$ cat src/rtl/vga_timing_gen_if.sv
// vga_timing_gen_if: bundles the run controls and all timing outputs of vga_timing_gen.
//
// Modports:
//   master - the timing generator: takes en/swap_req, drives counters, syncs, strobes, ack.
//   slave  - the consumer (framebuffer pipeline / DAC / CPU): drives en/swap_req.
//
// Signals:
//   en          run enable; 0 freezes the counters
//   swap_req    level request for a buffer swap at the next vertical blank
//   hs, vs      horizontal pixel / vertical line counters (undelayed)
//   vga_hsync   horizontal sync pin, delayed
//   vga_vsync   vertical sync pin, delayed
//   sync_b      composite sync (vga_hsync & vga_vsync)
//   sync_blank  1 outside the active area, delayed
//   de          data enable (~sync_blank)
//   line_start  1-clock pulse at hs == 0
//   frame_start 1-clock pulse at hs == 0, vs == 0
//   swap_ack    1-clock swap acknowledge
//   frame_cnt   frame counter   (only with VGA_TIMING_FRAME_CNT_EN defined)
//   frame_odd   frame_cnt[0]    (only with VGA_TIMING_FRAME_CNT_EN defined)

interface vga_timing_gen_if #(
    parameter int unsigned CNT_W = 10
);
    logic             en;
    logic             swap_req;
    logic [CNT_W-1:0] hs;
    logic [CNT_W-1:0] vs;
    logic             vga_hsync;
    logic             vga_vsync;
    logic             sync_b;
    logic             sync_blank;
    logic             de;
    logic             line_start;
    logic             frame_start;
    logic             swap_ack;
`ifdef VGA_TIMING_FRAME_CNT_EN
    logic [15:0]      frame_cnt;
    logic             frame_odd;
`endif

    modport master (
        input  en,
        input  swap_req,
`ifdef VGA_TIMING_FRAME_CNT_EN
        output frame_cnt,
        output frame_odd,
`endif
        output hs,
        output vs,
        output vga_hsync,
        output vga_vsync,
        output sync_b,
        output sync_blank,
        output de,
        output line_start,
        output frame_start,
        output swap_ack
    );

    modport slave (
        output en,
        output swap_req,
`ifdef VGA_TIMING_FRAME_CNT_EN
        input  frame_cnt,
        input  frame_odd,
`endif
        input  hs,
        input  vs,
        input  vga_hsync,
        input  vga_vsync,
        input  sync_b,
        input  sync_blank,
        input  de,
        input  line_start,
        input  frame_start,
        input  swap_ack
    );
endinterface

$ cat src/rtl/vga_timing_gen.sv
// vga_timing_gen: parametrised raster timing generator for the video output path.
//
// Counts pixels (hs) and lines (vs), decodes sync / blank regions, optionally delays the
// decoded outputs through PIPE_DLY flops to line up with a pixel pipeline, emits line and
// frame strobes, and acknowledges framebuffer swap requests at the start of vertical blank.
//
// Ports:
//   clk_25  pixel clock
//   rst     synchronous, active-high reset
//   bus     vga_timing_gen_if.master (en, swap_req in; counters, syncs, strobes, ack out)
//
// Optional feature (macro VGA_TIMING_FRAME_CNT_EN):
//   defined   - adds bus.frame_cnt (16-bit frame counter, wraps) and bus.frame_odd
//   undefined - no frame counter logic

module vga_timing_gen #(
    parameter int unsigned CNT_W    = 10,
    parameter int unsigned H_ACTIVE = 640,
    parameter int unsigned H_FP     = 16,
    parameter int unsigned H_SYNC   = 96,
    parameter int unsigned H_BP     = 48,
    parameter int unsigned V_ACTIVE = 480,
    parameter int unsigned V_FP     = 10,
    parameter int unsigned V_SYNC   = 2,
    parameter int unsigned V_BP     = 33,
    parameter bit          HS_POL   = 1'b0,
    parameter bit          VS_POL   = 1'b0,
    parameter int unsigned PIPE_DLY = 0
) (
    input  logic           clk_25,
    input  logic           rst,
    vga_timing_gen_if.master bus
);

    localparam int unsigned H_TOTAL = H_ACTIVE + H_FP + H_SYNC + H_BP;
    localparam int unsigned V_TOTAL = V_ACTIVE + V_FP + V_SYNC + V_BP;

    localparam logic [CNT_W-1:0] H_LAST       = CNT_W'(H_TOTAL - 1);
    localparam logic [CNT_W-1:0] V_LAST       = CNT_W'(V_TOTAL - 1);
    localparam logic [CNT_W-1:0] H_ACT        = CNT_W'(H_ACTIVE);
    localparam logic [CNT_W-1:0] V_ACT        = CNT_W'(V_ACTIVE);
    localparam logic [CNT_W-1:0] H_SYNC_START = CNT_W'(H_ACTIVE + H_FP);
    localparam logic [CNT_W-1:0] H_SYNC_END   = CNT_W'(H_ACTIVE + H_FP + H_SYNC);
    localparam logic [CNT_W-1:0] V_SYNC_START = CNT_W'(V_ACTIVE + V_FP);
    localparam logic [CNT_W-1:0] V_SYNC_END   = CNT_W'(V_ACTIVE + V_FP + V_SYNC);

    // Decode word carried through the delay pipe: {hsync asserted, vsync asserted, blank}.
    // Polarity is applied only at the pins so the pipe holds one encoding.
    localparam logic [2:0] RAW_IDLE = 3'b001;

    logic en;
    logic swap_req;
    assign en       = bus.en;
    assign swap_req = bus.swap_req;

    // ------------------------------------------------------------------
    // Pixel / line counters
    // ------------------------------------------------------------------
    logic [CNT_W-1:0] hs_q, hs_d;
    logic [CNT_W-1:0] vs_q, vs_d;
    logic             h_wrap;
    logic             v_wrap;

    assign h_wrap = (hs_q == H_LAST);
    assign v_wrap = (vs_q == V_LAST);

    always_comb begin
        hs_d = hs_q;
        vs_d = vs_q;
        if (en) begin
            if (h_wrap) begin
                hs_d = '0;
                vs_d = v_wrap ? '0 : vs_q + CNT_W'(1);
            end else begin
                hs_d = hs_q + CNT_W'(1);
            end
        end
    end

    always_ff @(posedge clk_25) begin
        if (rst) begin
            hs_q <= '0;
            vs_q <= '0;
        end else begin
            hs_q <= hs_d;
            vs_q <= vs_d;
        end
    end

    // ------------------------------------------------------------------
    // Raw region decode from the current counters
    // ------------------------------------------------------------------
    logic       h_sync_raw;
    logic       v_sync_raw;
    logic       active_raw;
    logic [2:0] raw;

    assign h_sync_raw = (hs_q >= H_SYNC_START) && (hs_q < H_SYNC_END);
    assign v_sync_raw = (vs_q >= V_SYNC_START) && (vs_q < V_SYNC_END);
    assign active_raw = (hs_q < H_ACT) && (vs_q < V_ACT);
    assign raw        = {h_sync_raw, v_sync_raw, ~active_raw};

    // ------------------------------------------------------------------
    // Output delay pipe. It shifts regardless of en so a frozen raster keeps presenting
    // the frozen decode once the pipe drains.
    // ------------------------------------------------------------------
    logic [2:0] dly;

    if (PIPE_DLY == 0) begin : g_no_dly
        // Combinational path; hold the pins idle while reset is applied.
        assign dly = rst ? RAW_IDLE : raw;
    end else begin : g_dly
        logic [2:0] pipe_q [PIPE_DLY];

        always_ff @(posedge clk_25) begin
            if (rst) begin
                for (int i = 0; i < int'(PIPE_DLY); i++) begin
                    pipe_q[i] <= RAW_IDLE;
                end
            end else begin
                pipe_q[0] <= raw;
                for (int i = 1; i < int'(PIPE_DLY); i++) begin
                    pipe_q[i] <= pipe_q[i-1];
                end
            end
        end

        assign dly = pipe_q[PIPE_DLY-1];
    end

    logic hsync_pin;
    logic vsync_pin;

    assign hsync_pin = HS_POL ? dly[2] : ~dly[2];
    assign vsync_pin = VS_POL ? dly[1] : ~dly[1];

    // ------------------------------------------------------------------
    // Strobes. Gated by rst so a reset never produces a partial pulse.
    // ------------------------------------------------------------------
    logic line_start;
    logic frame_start;

    assign line_start  = en & ~rst & (hs_q == '0);
    assign frame_start = line_start & (vs_q == '0);

    // ------------------------------------------------------------------
    // Swap handshake: sampled on the first clock of vertical blank, acknowledged one
    // clock later. Only one edge cycle exists per frame, so at most one ack per frame.
    // ------------------------------------------------------------------
    logic vblank_edge;
    logic swap_ack_q;

    assign vblank_edge = en & (hs_q == '0) & (vs_q == V_ACT);

    always_ff @(posedge clk_25) begin
        if (rst) begin
            swap_ack_q <= 1'b0;
        end else begin
            swap_ack_q <= swap_req & vblank_edge;
        end
    end

`ifdef VGA_TIMING_FRAME_CNT_EN
    // ------------------------------------------------------------------
    // Frame counter (wraps naturally at 16 bits)
    // ------------------------------------------------------------------
    logic [15:0] frame_cnt_q;

    always_ff @(posedge clk_25) begin
        if (rst) begin
            frame_cnt_q <= 16'd0;
        end else if (frame_start) begin
            frame_cnt_q <= frame_cnt_q + 16'd1;
        end
    end

    assign bus.frame_cnt = frame_cnt_q;
    assign bus.frame_odd = frame_cnt_q[0];
`endif

    // ------------------------------------------------------------------
    // Output mapping
    // ------------------------------------------------------------------
    assign bus.hs          = hs_q;
    assign bus.vs          = vs_q;
    assign bus.vga_hsync   = hsync_pin;
    assign bus.vga_vsync   = vsync_pin;
    assign bus.sync_b      = hsync_pin & vsync_pin;
    assign bus.sync_blank  = dly[0];
    assign bus.de          = ~dly[0];
    assign bus.line_start  = line_start;
    assign bus.frame_start = frame_start;
    // A stalled raster must not report an ack.
    assign bus.swap_ack    = swap_ack_q & en;

endmodule

$ cat src/flat_wrapper.sv
// flat-port wrapper written by rule: the top's interface ports become plain ports
module vga_timing_gen_flat 
#(
    parameter int unsigned CNT_W    = 10,
    parameter int unsigned H_ACTIVE = 640,
    parameter int unsigned H_FP     = 16,
    parameter int unsigned H_SYNC   = 96,
    parameter int unsigned H_BP     = 48,
    parameter int unsigned V_ACTIVE = 480,
    parameter int unsigned V_FP     = 10,
    parameter int unsigned V_SYNC   = 2,
    parameter int unsigned V_BP     = 33,
    parameter bit          HS_POL   = 1'b0,
    parameter bit          VS_POL   = 1'b0,
    parameter int unsigned PIPE_DLY = 0
)
  (clk_25, rst, bus_en, bus_swap_req, bus_hs, bus_vs, bus_vga_hsync, bus_vga_vsync, bus_sync_b, bus_sync_blank, bus_de, bus_line_start, bus_frame_start, bus_swap_ack);
  vga_timing_gen_if #(.CNT_W(CNT_W)) bus_i ();
  input  logic clk_25;
  input  logic rst;
  input wire logic [$bits(bus_i.en)-1:0] bus_en;
  input wire logic [$bits(bus_i.swap_req)-1:0] bus_swap_req;
  output wire logic [$bits(bus_i.hs)-1:0] bus_hs;
  output wire logic [$bits(bus_i.vs)-1:0] bus_vs;
  output wire logic [$bits(bus_i.vga_hsync)-1:0] bus_vga_hsync;
  output wire logic [$bits(bus_i.vga_vsync)-1:0] bus_vga_vsync;
  output wire logic [$bits(bus_i.sync_b)-1:0] bus_sync_b;
  output wire logic [$bits(bus_i.sync_blank)-1:0] bus_sync_blank;
  output wire logic [$bits(bus_i.de)-1:0] bus_de;
  output wire logic [$bits(bus_i.line_start)-1:0] bus_line_start;
  output wire logic [$bits(bus_i.frame_start)-1:0] bus_frame_start;
  output wire logic [$bits(bus_i.swap_ack)-1:0] bus_swap_ack;
  assign bus_i.en = bus_en;
  assign bus_i.swap_req = bus_swap_req;
  assign bus_hs = bus_i.hs;
  assign bus_vs = bus_i.vs;
  assign bus_vga_hsync = bus_i.vga_hsync;
  assign bus_vga_vsync = bus_i.vga_vsync;
  assign bus_sync_b = bus_i.sync_b;
  assign bus_sync_blank = bus_i.sync_blank;
  assign bus_de = bus_i.de;
  assign bus_line_start = bus_i.line_start;
  assign bus_frame_start = bus_i.frame_start;
  assign bus_swap_ack = bus_i.swap_ack;
  vga_timing_gen #(.CNT_W(CNT_W), .H_ACTIVE(H_ACTIVE), .H_FP(H_FP), .H_SYNC(H_SYNC), .H_BP(H_BP), .V_ACTIVE(V_ACTIVE), .V_FP(V_FP), .V_SYNC(V_SYNC), .V_BP(V_BP), .HS_POL(HS_POL), .VS_POL(VS_POL), .PIPE_DLY(PIPE_DLY)) u_core (.clk_25(clk_25), .rst(rst), .bus(bus_i));
endmodule
$ cat config.mk
export PLATFORM = sky130hd
export DESIGN_NAME = vga_timing_gen_flat
export DESIGN_NICKNAME = d
export VERILOG_FILES = /design/src/rtl/vga_timing_gen_if.sv /design/src/rtl/vga_timing_gen.sv /design/src/flat_wrapper.sv
export SDC_FILE = /design/constraint.sdc
export NUM_CORES = 1
export LEC_CHECK = 0
export CORE_MARGIN = 4
export CORE_UTILIZATION = 34
export DETAILED_ROUTE_END_ITERATION = 16
export PLACE_DENSITY = 0.61
export SLEW_MARGIN = 20
export SYNTH_ARGS = -nofsm -noshare
export SYNTH_HDL_FRONTEND = slang
export SYNTH_SLANG_ARGS = --single-unit
$ cat constraint.sdc
create_clock -name clk_25 -period 3.3 [get_ports clk_25]
set_input_delay 0.99 -clock clk_25 [delete_from_list [all_inputs] [get_ports clk_25]]
set_output_delay 0.99 -clock clk_25 [all_outputs]
set_load 0.01 [all_outputs]
==> results.sh, run 1 <==
export IMPL_hold_path_startpoint="u_core.bus.vs[0]$_SDFFE_PP0P_"
export IMPL_mappedNetlistNets=149
export IMPL_global_route_wire_length_before_repair_um=5090
export IMPL_die_footprint_um2=4590
export IMPL_drtAntennaViolNets=0
export IMPL_syn_area_per_cell_um2=8.62
export IMPL_crit_path_max_fanout=2
export IMPL_slew_violations=0
export IMPL_total_of_flip_flops_plus_latches_after_synthesis=21
export IMPL_hold_path_end="u_core.bus.vs[0]$_SDFFE_PP0P_"
export IMPL_design_core_area_um2=3390
export IMPL_max_freq_ghz=0.308
export IMPL_synth_seq_area_share_pct=34.6
export IMPL_cts_buffers_inserted=3
export IMPL_drt_drc_violations_left=0
export IMPL_synth_cells=141
export IMPL_n_fill_cell=333
export IMPL_first_global_vias=1141
export IMPL_tightestPinTransition_ns=0.376
export IMPL_p_int_uw=333
export IMPL_power_static_leakage_uw=0.000629
export IMPL_hold_path_class="flop to flop"
export IMPL_layout_commonest_cell="clkdlybuf4s50_1"
export IMPL_ir_worst_vdd_uv=138
export IMPL_die_height_um=67.8
export IMPL_r2r_worst_path_cells=7
export IMPL_regToRegSetupSlack_ns=1.49
export IMPL_final_min_period_over_clock_period_pct=98.4
export IMPL_outcome="finished clean"
export IMPL_worst_slack_ns=0.0537
export IMPL_crit_path_start="rst"
export IMPL_timing_setup_tns_ns=0
export IMPL_drt_pass1_iter_count=4
export IMPL_tritoncts="done"
export IMPL_grt_usage_pct=14.3
export IMPL_die_w_um=67.8
export IMPL_preCtsSetupSlack_ns=-0.752
export IMPL_hold_violations=0
export IMPL_synth_cell_types=40
export IMPL_grt_remaining_overflow=0
export IMPL_post_synthesis_cell_area_um2=1210
export IMPL_critPathCaptureType="primary output"
export IMPL_worst_hold_stages=2
export IMPL_layout_common_cells="24 x clkdlybuf4s50_1, 21 x dfxtp_1, 17 x buf_4"
export IMPL_post_drt_via_cell_ratio=4.99
export IMPL_setup_violators_final=0
export IMPL_min_period_ns=3.25
export IMPL_route_detailed_wl_per_inst_um=13.3
export IMPL_cts_htree_levels=1
export IMPL_detailroute_via_count=1157
export IMPL_clock_path_buffers=2
export IMPL_grt_setup_unrepaired="false"
export IMPL_layout_nets=195
export IMPL_worstSetupPathType="input pin to primary output"
export IMPL_drtIter0Drc=117
export IMPL_clock_skew_ns=0.00832
export IMPL_detail_route_wirelength_um=3090
export IMPL_num_rows=21
export IMPL_crit_path_launch_type="input pin"
export IMPL_worstSkewPairLatency_ns=0.31
export IMPL_power_net_switching_uw=111
export IMPL_worst_slack_on_hold_paths_ns=0.535
export IMPL_switching_share_pct=25.0
export IMPL_timing_critical_path_arrival_ns=2.26
export IMPL_clock_sink_total=21
export IMPL_regToRegEndpoint="u_core.swap_ack_q$_SDFF_PP0_"
export IMPL_syn2layout_area_growth_pct=40.5
export IMPL_cap_viol_max_count=0
export IMPL_hpwl_um=2360
export IMPL_gp_routability_congestion=0.902
export IMPL_io_pins=32
export IMPL_synthFlopType="dfxtp_1"
export IMPL_clk_pin_slew_worst_paths_ns=0.12
export IMPL_power_per_cell_area_nw_per_um2=260
export IMPL_clock_tree_root_cell="clkbuf_4"
export IMPL_max_slew_margin_rel_pct=74.9
export IMPL_largest_net_degree_at_the_start_of_global_routing=14
export IMPL_worst_endpoint_required_ns=2.31
export IMPL_post_route_cells_drive_above_1_share_pct=21.5
export IMPL_worst_r2r_startpoint="u_core.bus.hs[0]$_SDFFE_PP0P_"
export IMPL_floorplan_initialDensity_pct=35.8
export IMPL_ys_async_sr_fraction_pct=0
export IMPL_p_comb_share_pct=13.1
export IMPL_antenna_found_initial=0
export IMPL_synth_enable_flop_cells=0
export IMPL_antenna_cells=0
export IMPL_share_clk_of_total_power_pct=28.9
export IMPL_place_port_buffers=31
export IMPL_yosysWarnings=0
export IMPL_proportion_of_power_drawn_by_flip_flops_and_latches_pct=58.0
## cells in the mapped netlist (all sizes together) (4+ instances only)
cell   number  area share [%]
buf         6             3.4
nand3       7             2.9
xor2        6             4.3
nor3        6             3.8
o21ai       5             2.1
nor2       15             4.6
nand2       8             2.5
dfxtp      21              35
xnor2       4             2.9
a21oi       8             3.3
inv         8             2.5
or3         6             3.1
nand4       9             5.9
ha          4             4.1
## area by class of cell
cell class	count	area (um2)	area share (%)
multi-input cells	105	746	43.7
repair buffers	48	425	24.9
flip-flops and latches	21	420	24.6
well taps	46	57.6	3.37
inverters	8	30.0	1.76
clock buffers	3	22.5	1.32
clock inverters	1	5.00	0.293
## routing by layer
metal / up-vias / track usage, % / wire [um]
met5: - / 0 / 0
met4: 0 / 4.47 / 25
met3: 4 / 3.00 / 147
met2: 25 / 24.8 / 1500
met1: 530 / 17.5 / 1410
li1: 598 / - / -
## registers in the layout (all words and copies together), names as in the netlist
name               cells
u_core.bus.hs         10
u_core.bus.vs         10
u_core.swap_ack_q      1
## worst max path at each step
| stage | slack (ns) | to | cells past startpoint |
|---|---|---|---|
| after floorplan | 0.15 | bus_frame_start | 5 |
| after global placement | -0.71 | bus_frame_start | 6 |
| after detailed placement | -0.75 | bus_frame_start | 6 |
| after CTS | 0.004 | bus_sync_b | 7 |
| after global routing | 0.006 | bus_frame_start | 6 |
| final | 0.05 | bus_frame_start | 6 |
## critical path, cell delays in order
cell	delay (ns)
buf_4	0.13
nor4b_4	0.27
nand3_2	0.11
or4_4	0.51
nor3_2	0.10
buf_2	0.15
## power by group through the flow
stage / Clock (uW) / Combinational [uW] / Sequential, uW
floorplan: 0 / 22.8 / 267
global placement: 0 / 54.3 / 263
detailed placement: 0 / 55.2 / 263
CTS: 135 / 56.5 / 257
global route: 142 / 63.7 / 258
finish: 128 / 58.4 / 257
## through the flow
step	instances	instance area [um2]	total power [uW]	util, %
final	232	1710	444	50.4
after global routing	232	1710	463	50.4
after CTS	231	1690	448	49.9
after detailed placement	225	1640	318	48.5
after global placement	225	1640	317	48.5
after floorplan	141	1210	289	-
## logic make-up (layout without fill, tap and decap cells)
group	Yosys count	count (layout)	share of synthesized area (%)
muxes	1	1	0.824
DFF	21	21	34.6
adders and majority gates	4	4	4.12
AOI/OAI and AO/OA	18	18	8.96
buffers and inverters	15	60	6.18
and+or+nand+nor	72	72	38.1
xor gates and xnor gates	10	10	7.21
## what timing repair did
item / 4_1_cts / 5_1_grt
resized for setup: 19 / 7
hold endpoints to repair: 0 / 0
pin swaps: 3 / 3
hold buffers: 0 / 0
setup buffers: 2 / 1
setup endpoints to repair: 7 / 3
Note: power is estimated with default switching activity, not from simulation.
==> run 2: changes to the inputs <==
==> constraint.sdc (replaced) <==
create_clock -name clk_25 -period 4.1 [get_ports clk_25]
set_input_delay 1.23 -clock clk_25 [delete_from_list [all_inputs] [get_ports clk_25]]
set_output_delay 1.23 -clock clk_25 [all_outputs]
set_load 0.01 [all_outputs]
==> run 2 against run 1 <==
- setup slack improved by 0.047 ns
- clock-buffer cell count rose by 1
- register-to-register slack improved by 0.67 ns
- clock power fell by 21%
- power fell by 21%
- critical path depth rose by 1
- sequential power fell by 18%
- sequential share of layout area rose by 1.4 points
- via count fell by 1.9%
- die area did not move
- non-clock buffer count fell by 12
==> results.sh, run 2 (synthesis gave the netlist of run 1 again) <==
export IMPL_outcome="finished clean"
export IMPL_post_route_cells_drive_above_1_share_pct=12.6
export IMPL_worst_endpoint_required_ns=2.87
export IMPL_critPathCaptureType="primary output"
export IMPL_worstSetupPathType="input pin to primary output"
export IMPL_num_rows=21
export IMPL_cts_buffers_inserted=3
export IMPL_drtAntennaViolNets=0
export IMPL_detailroute_via_count=1135
export IMPL_clock_sink_total=21
export IMPL_max_slew_margin_rel_pct=72.7
export IMPL_post_drt_via_cell_ratio=5.16
export IMPL_tightestPinTransition_ns=0.409
export IMPL_grt_remaining_overflow=0
export IMPL_power_per_cell_area_nw_per_um2=216
export IMPL_tritoncts="done"
export IMPL_global_route_wire_length_before_repair_um=5030
export IMPL_syn2layout_area_growth_pct=33.0
export IMPL_cts_repair_timing_setup_buffer_count=0
export IMPL_post_route_cell_area_um2=1620
export IMPL_hpwl_um=2260
export IMPL_die_w_um=67.8
export IMPL_layout_commonest_cell="clkdlybuf4s50_1"
export IMPL_antenna_found_initial=0
export IMPL_detail_route_wirelength_um=3040
export IMPL_setup_violators_final=0
export IMPL_die_height_um=67.8
export IMPL_grt_setup_unrepaired="false"
export IMPL_cts_htree_levels=1
export IMPL_placed_area_um2=1580
export IMPL_largest_net_degree_at_the_start_of_global_routing=14
export IMPL_drt_drc_violations_left=0
export IMPL_hold_path_class="flop to flop"
export IMPL_power_static_leakage_uw=0.000562
export IMPL_clock_skew_ns=0.00544
export IMPL_max_freq_ghz=0.250
export IMPL_ir_worst_vdd_uv=83.4
export IMPL_first_global_vias=1121
export IMPL_worstSkewPairLatency_ns=0.30
export IMPL_post_route_util_pct=47.7
export IMPL_design_core_area_um2=3390
export IMPL_crit_path_max_fanout=8
export IMPL_die_footprint_um2=4590
export IMPL_gp_routability_congestion=0.887
export IMPL_final_min_period_over_clock_period_pct=97.5
export IMPL_slew_violations=0
export IMPL_route_detailed_wl_per_inst_um=13.8
export IMPL_drtIter0Drc=111
export IMPL_crit_path_launch_type="input pin"
export IMPL_n_fill_cell=334
export IMPL_clk_pin_slew_worst_paths_ns=0.12
export IMPL_layout_common_cells="26 x clkdlybuf4s50_1, 21 x dfxtp_1, 15 x nor2_1"
export IMPL_drt_pass1_iter_count=4
export IMPL_min_period_ns=4.00
export IMPL_hold_violations=0
export IMPL_clock_path_buffers=2
export IMPL_clock_tree_root_cell="clkbuf_4"
export IMPL_layout_nets=183
export IMPL_cap_viol_max_count=0
export IMPL_antenna_cells=0
export IMPL_io_pins=32
export IMPL_grt_usage_pct=14.1
export IMPL_place_port_buffers=31
export IMPL_timing_critical_path_arrival_ns=2.77
export IMPL_floorplan_initialDensity_pct=35.8
==> run 2: worst max-delay path, cell delays in order <==
cell and delay [ns]:
dlygate4sd2_1 0.29, buf_4 0.18, nor2_1 0.12, nand3b_1 0.08, or4_1 0.43, and2_1 0.17
dlygate4sd2_1 0.28
==> run 2: cell type report <==
class	instances	area [um2]	area share, %
clock buffer	4	26.3	1.63
inverter	8	30.0	1.86
sequential	21	420	26.0
tap	46	57.6	3.56
timing repair buffer	36	342	21.1
multi-input combinational	105	739	45.8
==> run 2: timing repair <==
action                                  CTS  global route
endpoints found under the setup margin    3             1
hold endpoints to repair                  0             0
resized for setup                         8             3
pin swaps                                 0             1
hold buffers                              0             0
==> run 2: worst paths after layout <==
| kind | from | to | slack (ns) | cells after the start |
|---|---|---|---|---|
| setup / recovery | rst | bus_sync_b | 0.10 | 7 |
| hold / removal | u_core.bus.vs[0]$_SDFFE_PP0P_ | u_core.bus.vs[0]$_SDFFE_PP0P_ | 0.53 | 2 |
| setup reg to reg | u_core.bus.hs[0]$_SDFFE_PP0P_ | u_core.swap_ack_q$_SDFF_PP0_ | 2.16 | 7 |
| hold reg to reg | u_core.bus.vs[0]$_SDFFE_PP0P_ | u_core.bus.vs[0]$_SDFFE_PP0P_ | 0.53 | 2 |
==> run 2: routing by layer <==
| layer | global-route usage (%) | wire, um | part of all wire [%] | vias to the layer above |
|---|---|---|---|---|
| met5 | 0 | 0 | 0 | - |
| met4 | 3.72 | 13 | 0.43 | 0 |
| met3 | 2.50 | 139 | 4.6 | 2 |
| met2 | 24.7 | 1510 | 50 | 29 |
| met1 | 17.8 | 1370 | 45 | 531 |
| li1 | - | - | - | 573 |
==> run 2: metrics by stage <==
stage                     setup TNS [ns]  power [uW]  setup slack [ns]  hold slack [ns]  cells
final                                  0         349             0.101            0.526    220
after global routing                   0         369            0.0165            0.566    220
after detailed placement          -0.834         253            -0.425            0.510    216
after global placement            -0.726         252            -0.395            0.506    216
after CTS                              0         353            0.0417            0.530    220
after floorplan                        0         233             0.468            0.526    141
==> run 2: where the power goes <==
group | internal [uW] | total, uW | switching (uW) | leakage (uW)
sequential | 206 | 210 | 3.90 | 0.000169
combinational | 21.0 | 38.9 | 17.9 | 0.000377
clock | 37.9 | 101 | 62.7 | 0.0000150
total | 265 | 349 | 84.5 | 0.000562
==> run 3: changes to the inputs <==
==> constraint.sdc (replaced) <==
create_clock -name clk_25 -period 4.4 [get_ports clk_25]
set_input_delay 1.32 -clock clk_25 [delete_from_list [all_inputs] [get_ports clk_25]]
set_output_delay 1.32 -clock clk_25 [all_outputs]
set_load 0.01 [all_outputs]
==> run 3 against run 2 <==
- sequential power decreased by 7%
- clock-buffer cell count unchanged
- clock skew decreased by 0.0027 ns
- die area unchanged
- sequential share of layout area increased by 0.20 points
- register-to-register slack improved by 0.35 ns
- global-route usage about the same
- critical path type unchanged
- critical path depth unchanged
- final cell count unchanged
- flip-flop and latch count unchanged
==> results.sh, run 3 (synthesis gave the netlist of run 1 again) <==
export IMPL_worst_slack_ns=0.0650
export IMPL_design_core_area_um2=3390
export IMPL_num_rows=21
export IMPL_tightestPinTransition_ns=0.400
export IMPL_number_of_instances_resized_during_post_cts_repair=4
export IMPL_timing_critical_path_arrival_ns=3.01
export IMPL_post_route_util_pct=47.3
export IMPL_n_fill_cell=332
export IMPL_grt_remaining_overflow=0
export IMPL_crit_path_launch_type="input pin"
export IMPL_ir_worst_vdd_uv=77.7
export IMPL_worst_hold_stages=2
export IMPL_crit_path_start="rst"
export IMPL_worst_r2r_startpoint="u_core.bus.hs[0]$_SDFFE_PP0P_"
export IMPL_postCtsHoldBufs=0
export IMPL_clock_skew_ns=0.00270
export IMPL_antenna_found_initial=0
export IMPL_worst_endpoint_required_ns=3.08
export IMPL_drt_pass1_iter_count=4
export IMPL_layout_common_cells="28 x clkdlybuf4s50_1, 21 x dfxtp_1, 14 x nor2_1"
export IMPL_die_w_um=67.8
export IMPL_clock_path_buffers=2
export IMPL_worstSkewPairLatency_ns=0.30
export IMPL_tritoncts="done"
export IMPL_clock_tree_root_cell="clkbuf_4"
export IMPL_clk_pin_slew_worst_paths_ns=0.12
export IMPL_worst_slack_on_hold_paths_ns=0.526
export IMPL_detailroute_via_count=1148
export IMPL_power_total_uw=324
export IMPL_max_slew_margin_rel_pct=73.3
export IMPL_post_drt_via_cell_ratio=5.22
export IMPL_min_period_ns=4.33
export IMPL_hold_path_end="u_core.bus.vs[0]$_SDFFE_PP0P_"
export IMPL_layout_nets=183
export IMPL_regToRegEndpoint="u_core.swap_ack_q$_SDFF_PP0_"
export IMPL_final_min_period_over_clock_period_pct=98.5
export IMPL_floorplan_initialDensity_pct=35.8
export IMPL_critPathCaptureType="primary output"
export IMPL_cts_htree_levels=1
export IMPL_grt_setup_unrepaired="false"
export IMPL_post_route_cells_drive_above_1_share_pct=12.6
export IMPL_route_detailed_wl_per_inst_um=13.5
export IMPL_drtIter0Drc=100
export IMPL_cts_buffers_inserted=3
export IMPL_io_pins=32
export IMPL_preCtsSetupSlack_ns=-0.305
export IMPL_power_static_leakage_uw=0.000549
export IMPL_syn2layout_area_growth_pct=31.9
export IMPL_global_route_wire_length_before_repair_um=5020
export IMPL_hold_violations=0
export IMPL_power_per_cell_area_nw_per_um2=202
export IMPL_r2r_worst_path_cells=7
export IMPL_slew_violations=0
export IMPL_drtAntennaViolNets=0
export IMPL_hold_path_class="flop to flop"
export IMPL_grt_usage_pct=14.1
export IMPL_drt_drc_violations_left=0
export IMPL_place_port_buffers=31
export IMPL_die_height_um=67.8
export IMPL_max_freq_ghz=0.231
export IMPL_antenna_cells=0
export IMPL_setup_violators_final=0
export IMPL_hpwl_um=2260
export IMPL_cap_viol_max_count=0
export IMPL_first_global_vias=1121
export IMPL_detail_route_wirelength_um=2970
export IMPL_crit_path_max_fanout=8
export IMPL_layout_commonest_cell="clkdlybuf4s50_1"
export IMPL_outcome="finished clean"
export IMPL_largest_net_degree_at_the_start_of_global_routing=14
export IMPL_worstSetupPathType="input pin to primary output"
export IMPL_regToRegSetupSlack_ns=2.51
export IMPL_clock_sink_total=21
export IMPL_die_footprint_um2=4590
export IMPL_gp_routability_congestion=0.887
export IMPL_cts_repair_timing_setup_buffer_count=0
export IMPL_hold_path_startpoint="u_core.bus.vs[0]$_SDFFE_PP0P_"
-- run 3: cell count changes in the layout (fill, tap and decap cells not counted), sizes merged --
cell / previous run / this run
buf: 6 / 5
dlymetal6s2s: 1 / 0
dlygate4sd2: 3 / 2
clkbuf: 4 / 5
clkdlybuf4s50: 26 / 28
-- run 3: worst max-delay path by stage --
stage	end	slack, ns
after floorplan	bus_frame_start	0.59
after global placement	bus_frame_start	-0.28
after detailed placement	bus_frame_start	-0.31
after CTS	bus_frame_start	0.02
after global routing	bus_sync_b	0.007
final	bus_sync_b	0.07
-- run 3: metrics by stage --
stage / setup TNS, ns / cells / cell area, um2
6_report: 0 / 220 / 1600
5_1_grt: 0 / 220 / 1600
4_1_cts: 0 / 220 / 1600
3_5_place_dp: -0.474 / 216 / 1580
3_3_place_gp: -0.393 / 216 / 1580
2_1_floorplan: 0 / 141 / 1210
-- run 3: critical path, cell delays in order --
cell and delay, ns:
clkdlybuf4s50_1 0.47, buf_4 0.19, nor2_2 0.09, nand3b_1 0.07, or4_1 0.43, and2_1 0.17, dlygate4sd2_1 0.28
-- run 3: area by class of cell --
class | instances | area (um2) | share of cell area, %
Tap cell | 46 | 57.6 | 3.59
Clock buffer | 4 | 26.3 | 1.64
Sequential cell | 21 | 420 | 26.2
Inverter | 8 | 30.0 | 1.87
Multi-Input combinational cell | 105 | 728 | 45.4
Timing Repair Buffer | 36 | 340 | 21.2
-- run 3: per-layer routing --
layer  global-route usage [%]  vias up  routed length, um
met4                     3.72        0                 13
met2                     24.7       34               1450
met5                        0        -                  0
li1                         -      573                  -
met1                     17.7      539               1340
met3                     2.50        2                169
-- run 3: report_power, final --
group	switching (uW)	internal (uW)	total (uW)
sequential	3.55	192	196
clock	58.2	35.3	93.4
combinational	16.1	19.3	35.4
total	77.8	247	324
